[src/rtl/input_map_pkg.sv]
// Shared types and constants for the PS/2-to-button front end.
// Holds the key code type, common scancodes, the coin FSM states and the key table match rule.
package input_map_pkg;

  typedef logic [8:0] key_code_t;

  localparam key_code_t KEY_UP    = 9'h175;
  localparam key_code_t KEY_DOWN  = 9'h172;
  localparam key_code_t KEY_LEFT  = 9'h16B;
  localparam key_code_t KEY_RIGHT = 9'h174;
  localparam key_code_t KEY_LCTRL = 9'h014;
  localparam key_code_t KEY_SPACE = 9'h029;
  localparam key_code_t KEY_F1    = 9'h005;
  localparam key_code_t KEY_F2    = 9'h006;

  typedef enum logic [1:0] {
    COIN_IDLE,
    COIN_PULSE,
    COIN_GAP
  } coin_state_t;

  // An all-zero table entry means "unmapped", and a zero code is a filtered event.
  function automatic logic key_match(input key_code_t code, input key_code_t entry,
                                     input logic ext_any);
    if (code == '0 || entry == '0) return 1'b0;
    return ext_any ? (code[7:0] == entry[7:0]) : (code == entry);
  endfunction

endpackage

[src/rtl/ps2_button_mapper_coin_pulser.sv]
// Coin pulse generator: fixed-width pulse, equal minimum gap, one request queued while busy.
module coin_pulser
  import input_map_pkg::*;
#(
  parameter logic [23:0] COIN_CYC = 24'd500000
) (
  input  logic clk_sys,
  input  logic reset,
  input  logic req,
  output logic coin_pulse,
  output logic coin_busy
);

  localparam int CW = (COIN_CYC > 24'd1) ? $clog2(COIN_CYC) : 1;
  localparam logic [CW-1:0] CNT_LAST = CW'(COIN_CYC - 24'd1);

  coin_state_t   state, state_nxt;
  logic [CW-1:0] cnt, cnt_nxt;
  logic          pending, pending_nxt;
  logic          cnt_done;

  assign cnt_done = (cnt == CNT_LAST);

  always_comb begin
    // NOTE: every output of this block gets a default first, so no path can infer a latch.
    state_nxt   = state;
    cnt_nxt     = cnt;
    pending_nxt = pending;
    unique case (state)
      COIN_IDLE: begin
        if (req) begin
          state_nxt = COIN_PULSE;
          cnt_nxt   = '0;
        end
      end
      COIN_PULSE: begin
        if (req) pending_nxt = 1'b1;
        if (cnt_done) begin
          state_nxt = COIN_GAP;
          cnt_nxt   = '0;
        end else begin
          cnt_nxt = cnt + 1'b1;
        end
      end
      COIN_GAP: begin
        if (cnt_done) begin
          cnt_nxt = '0;
          // A request arriving exactly as the gap ends is served like a queued one.
          if (pending || req) begin
            state_nxt   = COIN_PULSE;
            pending_nxt = 1'b0;
          end else begin
            state_nxt = COIN_IDLE;
          end
        end else begin
          cnt_nxt = cnt + 1'b1;
          if (req) pending_nxt = 1'b1;
        end
      end
      default: state_nxt = COIN_IDLE;
    endcase
  end

  always_ff @(posedge clk_sys) begin
    // NOTE: state registers use non-blocking assignments so all flops update together at the edge.
    if (reset) begin
      state      <= COIN_IDLE;
      cnt        <= '0;
      pending    <= 1'b0;
      coin_pulse <= 1'b0;
    end else begin
      state      <= state_nxt;
      cnt        <= cnt_nxt;
      pending    <= pending_nxt;
      coin_pulse <= (state_nxt == COIN_PULSE);
    end
  end

  assign coin_busy = (state != COIN_IDLE) || pending;

endmodule

[src/rtl/ps2_button_mapper.sv]
// Keyboard/joystick-to-button front end: PS/2 key table decode, joystick merge,
// per-button autofire and a metered coin pulse from selected buttons.
module ps2_button_mapper
  import input_map_pkg::*;
#(
  parameter int                   NUM_BTN       = 8,
  parameter logic [9*NUM_BTN-1:0] KEYMAP        = {NUM_BTN{9'h000}},
  parameter logic [NUM_BTN-1:0]   KEY_EXTANY    = '0,
  parameter logic [NUM_BTN-1:0]   AUTOFIRE_MASK = '0,
  parameter logic [15:0]          AUTOFIRE_DIV  = 16'd50000,
  parameter logic [NUM_BTN-1:0]   COIN_MASK     = '0,
  parameter logic [23:0]          COIN_CYC      = 24'd500000
) (
  input  logic               clk_sys,
  input  logic               reset,
  input  logic [64:0]        ps2_key,
  input  logic [NUM_BTN-1:0] joy_btn,
  input  logic               autofire_en,
  output logic [NUM_BTN-1:0] btn_held,
  output logic [NUM_BTN-1:0] btn_out,
  output logic               coin_pulse,
  output logic               coin_busy
);

  localparam int AW = (AUTOFIRE_DIV > 16'd1) ? $clog2(AUTOFIRE_DIV) : 1;
  localparam logic [AW-1:0] AF_LAST = AW'(AUTOFIRE_DIV - 16'd1);

  logic               pressed, ext, key_event, old_tog;
  key_code_t          code;
  logic [AW-1:0]      af_cnt;
  logic               af_phase;
  logic [NUM_BTN-1:0] af_gate, btn_out_q;
  logic               coin_req;

  // Break events carry F0 in [15:8], which pushes the E0 prefix up into [23:16].
  always_comb begin
    pressed = (ps2_key[15:8] != 8'hF0);
    ext     = pressed ? (ps2_key[15:8] == 8'hE0) : (ps2_key[23:16] == 8'hE0);
    code    = (|ps2_key[63:24]) ? key_code_t'(0) : {ext, ps2_key[7:0]};
  end

  assign key_event = ps2_key[64] ^ old_tog;

  always_ff @(posedge clk_sys) begin
    old_tog <= ps2_key[64];
    if (reset) begin
      btn_held <= '0;
    end else if (key_event) begin
      for (int i = 0; i < NUM_BTN; i++) begin
        if (key_match(code, KEYMAP[9*i +: 9], KEY_EXTANY[i])) btn_held[i] <= pressed;
      end
    end
  end

  always_ff @(posedge clk_sys) begin
    if (reset) begin
      af_cnt   <= '0;
      af_phase <= 1'b1;
    end else if (af_cnt == AF_LAST) begin
      af_cnt   <= '0;
      af_phase <= ~af_phase;
    end else begin
      af_cnt <= af_cnt + 1'b1;
    end
  end

  assign af_gate = {NUM_BTN{af_phase}} | ~({NUM_BTN{autofire_en}} & AUTOFIRE_MASK);

  always_ff @(posedge clk_sys) begin
    if (reset) begin
      btn_out   <= '0;
      btn_out_q <= '0;
    end else begin
      btn_out   <= (btn_held | joy_btn) & af_gate;
      btn_out_q <= btn_out;
    end
  end

  assign coin_req = |(COIN_MASK & btn_out & ~btn_out_q);

  coin_pulser #(
    .COIN_CYC(COIN_CYC)
  ) u_coin (
    .clk_sys   (clk_sys),
    .reset     (reset),
    .req       (coin_req),
    .coin_pulse(coin_pulse),
    .coin_busy (coin_busy)
  );

endmodule

[config.mk]
export PLATFORM = sky130hd
export DESIGN_NAME = ps2_button_mapper
export DESIGN_NICKNAME = d
export VERILOG_FILES = /design/src/rtl/input_map_pkg.sv /design/src/rtl/ps2_button_mapper_coin_pulser.sv /design/src/rtl/ps2_button_mapper.sv
export SDC_FILE = /design/constraint.sdc
export NUM_CORES = 1
export LEC_CHECK = 0
export BUFFER_PORTS_ARGS = -buffer_cell sky130_fd_sc_hd__buf_2
export CORE_ASPECT_RATIO = 0.6
export CORE_MARGIN = 1
export CORE_UTILIZATION = 46
export CTS_BUF_LIST = sky130_fd_sc_hd__clkbuf_8
export DETAILED_ROUTE_END_ITERATION = 16
export GPL_TIMING_DRIVEN = 0
export PLACE_DENSITY = 0.87
export SLEW_MARGIN = 20
export SYNTH_ARGS = -nofsm -noshare
export SYNTH_HDL_FRONTEND = slang
export SYNTH_SLANG_ARGS = --single-unit
export TNS_END_PERCENT = 1
[constraint.sdc]
create_clock -name clk_sys -period 3.1 [get_ports clk_sys]
set_input_delay 0.31 -clock clk_sys [delete_from_list [all_inputs] [get_ports clk_sys]]
set_output_delay 0.31 -clock clk_sys [all_outputs]
set_load 0.02 [all_outputs]
; After elaboration in Yosys (flattened, before gate mapping)
; Cells that the tools add are included.
[totals]
register_bits = 32
in_bits = 76
elab_cells = 33
out_inout_bits = 18
[classes]
n_addsub = 1
bitwise = 2
n_reduce_logical = 6
eq_ne = 7
muxes = 11
[op_table]
columns = operator, n
row1 = $reduce_or 40->1, 1
row2 = $add 19x1->19 const B, 1
row3 = $eq 19x19->1 const B, 1
row4 = $mux 19, 1
row5 = $eq 8x8->1 const B, 2
row6 = $logic_not 9->1, 1
row7 = $mux 9, 1
row8 = $ne 8x8->1 const B, 1
row9 = $or 8x8->8, 1
row10 = $mux 1, 6
row11 = $pmux 2 s3, 1
row12 = $eq 2x1->1 const B, 2
row13 = $mux 2, 2
row14 = $eq 2x2->1 const B, 1
row15 = $logic_not 2->1, 1
row16 = $reduce_and 2->1, 1
row17 = $reduce_bool 2->1, 1
row18 = $reduce_or 2->1, 1
row19 = $xor 1x1->1, 1

; Logic depth before layout (Yosys ltp)
[depth]
word_depth = 8
ltp_mapped = 6
mapped_depth_nobuf = 6

; Hierarchy
; Synthesis repeated with hierarchy kept, for this count alone.
[hier_totals]
cells_unflattened = 190
area_unflattened_um2 = 1626.6
[modules_own_cells]
columns = module, n_inst, seq_area_each_um2, area_per_inst_um2, cells_per_inst
row1 = coin_pulser, 1, 460.4, 1352.5, 165
row2 = ps2_button_mapper, 1, 160.2, 274.0, 25

; Least setup slack after synthesis
; OpenSTA, ideal clock, no wires.
[synth_path]
path_kind = register to register
startpoint = reg u_coin.state[1]
endpoint = reg u_coin.cnt[15]
required_time_ps = 3030
n_path_buf = 0
setup_slack_ps = 1078
path_stages_with_launch = 7
arrival_ps = 1952
setup_ps = 70
cell_sequence = dfxtp_1 > inv_1 > ha_1 > nand4_4 > or4_4 > or3_1 > a21oi_1
[synth_via]
elab_chain_len = 2
[synth_lines]
columns = item, line
row1 = from (decl), ps2_button_mapper_coin_pulser.sv:17  ; coin_state_t state, state_nxt;
row2 = from (signal assigned), ps2_button_mapper_coin_pulser.sv:72  ; state <= state_nxt;
row3 = $eq 2x1->1 or $eq 2x2->1 (tied branches), ps2_button_mapper_coin_pulser.sv:29  ; unique case (state)
row4 = $reduce_or 2->1 (no line) *, --
row5 = to (signal assigned), ps2_button_mapper_coin_pulser.sv:73  ; cnt <= cnt_nxt;
row6 = to (decl), ps2_button_mapper_coin_pulser.sv:18  ; logic [CW-1:0] cnt, cnt_nxt;
; Every way passes the cells marked *; elsewhere a longest branch is shown, timed or not.
; A chain may end at the register's enable or synchronous reset.

; Worst setup path in the final report
[layout_path]
startpoint = reg u_coin.state[1]
endpoint = reg u_coin.cnt[16]
; Same word-level chain as after synthesis.

==> qor.yml <==
layout:
  final_cell_mix: "30 x dfxtp_1, 20 x buf_2, 16 x nor2_1"
  drive_above_1_share_pct: 23.53
  layout_commonest_cell: "dfxtp_1"
  antenna_cells: 0
  area.growth.synth_to_final_pct: 18.96
  num-nets-final: 267
die:
  die_h_um: 44.72
  pin_count: 94
  num_rows: 15
  core_area_sq_um: 2872
  start_util_pct: 48.71
  die_w_um: 73.19
  die_area_sq_um: 3273
pwr:
  p_total_mw: 0.7531
  p_leak_nw: 0.6671
  p_per_area_nw_per_um2: 452.6
  ir_drop_v: 0.0003035
worst_hold_path:
  hold_path_class: "in2reg"
cts:
  post_cts_buffers: 0
  cts_tree: "yes"
  clkLatencyLatePin_ps: 280
  clk_path_buf_depth: 2
  cts_num_sinks: 30
  cts_resized: 0
  ctsHoldBuffers: 0
  cts_max_level: 2
  numCtsBuffers: 5
  cts-root-buf: "clkbuf_8"
  path_clk_slew_ps: 60
synthesis:
  synth_warnings: 0
  synth_area_per_cell_sq_um: 9.143
  synthAdderAreaFrac_pct: 4.472
  synth-simple-area-share_pct: 27.10
  yosys-mux-area-fraction_pct: 0
  synth-seq-area-share_pct: 42.93
  ys_ff_latch: 30
  synth_area_sq_um: 1399
  syn_inst: 153
  synth_compound_area_share_pct: 10.91
  ys_types: 35
  synth_top_family_by_area: "simple AND/OR/NAND/NOR gates"
  synthXorXnorAreaFrac_pct: 6.887
timing:
  setup-violations-final: 0
  fin_setup_tns_ps: 0
  rsz0062_at_grt: "no"
  fin_skew_ps: 3.316
  finalHoldViolations: 0
  max_freq_mhz: 439.7
  drv_slew: 0
  postLayoutSetupSlackWorst_ps: 825.6
  period_share_pct: 73.37
  min_period_ps: 2274
place:
  dpl_worst_slack_ps: 875.7
  dp.final_hpwl_mm: 1.912
  port_buffers: 19
  gp_congestion: 0.7492
flow_run:
  max-cap-violations: 0
setup_path:
  end_kind: "flop"
  crit_path_start_kind: "flop"
  critPathRequiredTime_ps: 3310
  cp_data_arrival_time_ps: 2480
  worstSetupPathType: "reg2reg"
  path_max_fanout: 6
drt:
  vias_per_cell: 4.865
  routed_wl_mm: 2.604
  wl_per_cell_um: 11.37
  first_iter_violations: 40
  drc: 0
  ant_nets: 0
  drt_pre_antenna_iters: 4
  vias: 1114
grt:
  grt_pass1_vias: 981
  grt_overflow_total: 0
  grt_start_max_net_pins: 11
  grt_usage_pct: 17.78
  grt_pass1_wl_mm: 4.291
  antenna_found_initial: 0
outcome:
  status: "completed"
logic make-up after synthesis:
group / Yosys count
other: 1
adder cells (fa/ha/maj): 5
buffers and inverters: 19
flip-flops: 30
AND/OR/NAND/NOR: 63
AO/OA/AOI/OAI: 24
XOR/XNOR: 11
power by group:
part           total [mW]  switching (mW)  internal (mW)
clock               0.315           0.140          0.175
combinational      0.0457          0.0271         0.0186
sequential          0.392         0.00120          0.391
total               0.753           0.168          0.585
final cells by class:
cell class              instances  area (sq um)
fillers                       252          1207
clock inverters                 2         8.758
flip-flops and latches         30         600.6
multi-input cells             111         720.7
well taps                      42         52.55
inverters                       8         30.03
clock buffers                   6         82.58
repair buffers                 19         95.09
plain buffers                  11         73.82
sequential cells by signal, indices dropped and copies added, names as in the netlist:
signal	cells
btn_out	8
u_coin.coin_pulse	1
u_coin.state	2
u_coin.cnt	19
per-layer routing:
| layer | track usage (%) | part of all wire [%] | up-vias |
|---|---|---|---|
| met5 | 0 | 0 | - |
| met4 | 4.706 | 0.61 | 0 |
| met3 | 6.696 | 5.3 | 3 |
| met2 | 26.67 | 43 | 27 |
| met1 | 24.20 | 51 | 503 |
| li1 | - | - | 581 |
synthesized netlist by cell type (all sizes together):
| cell type | count | area share [%] |
|---|---|---|
| a211oi | 2 | 1.1 |
| a21bo | 1 | 0.72 |
| a21oi | 9 | 3.2 |
| and4 | 1 | 0.63 |
| and4bb | 1 | 0.89 |
| buf | 9 | 4.7 |
| clkbuf | 2 | 0.63 |
| conb | 1 | 0.27 |
| dfxtp | 30 | 43 |
| ha | 5 | 4.5 |
| inv | 8 | 2.1 |
| nand2 | 8 | 2.1 |
| nand2b | 1 | 0.45 |
| nand3 | 6 | 3.0 |
| nand3b | 1 | 0.54 |
| nand4 | 5 | 3.8 |
| nor2 | 16 | 4.3 |
| nor2b | 8 | 3.6 |
| nor3 | 4 | 1.4 |
| nor4 | 4 | 1.8 |
| nor4bb | 1 | 0.72 |
| o211ai | 1 | 0.54 |
| o21a | 1 | 0.54 |
| o21ai | 8 | 2.9 |
| o22ai | 1 | 0.45 |
| o31ai | 1 | 1.5 |
| or3 | 5 | 2.2 |
| or4 | 2 | 1.6 |
| xnor2 | 8 | 5.0 |
| xor2 | 3 | 1.9 |
final timing paths:
path | from | to | slack (ps) | cells past startpoint
setup / recovery | u_coin.state[1] | u_coin.cnt[16] | 830 | 6
hold / removal | joy_btn[3] | btn_out[3] | 240 | 2
hold reg to reg | u_coin.cnt[18] | u_coin.cnt[18] | 490 | 2
setup reg to reg | u_coin.state[1] | u_coin.cnt[16] | 830 | 6
per-stage QoR:
stage,util (%),hold WS [ps],area (sq um),std cells
5_1_grt,57.95,244.1,1664,229
3_3_place_gp,54.77,472.2,1573,221
3_5_place_dp,54.77,478.4,1573,221
6_report,57.95,243.9,1664,229
4_1_cts,57.95,239.0,1664,229
2_1_floorplan,-,381.6,1425,160
critical path, stage by stage, from the launching register on:
cell	delay (ps)
dfxtp_1	430
inv_1	110
ha_1	420
nand3_1	230
or4_4	500
or3_1	370
a21oi_1	140
(Power assumes the default switching activity.)
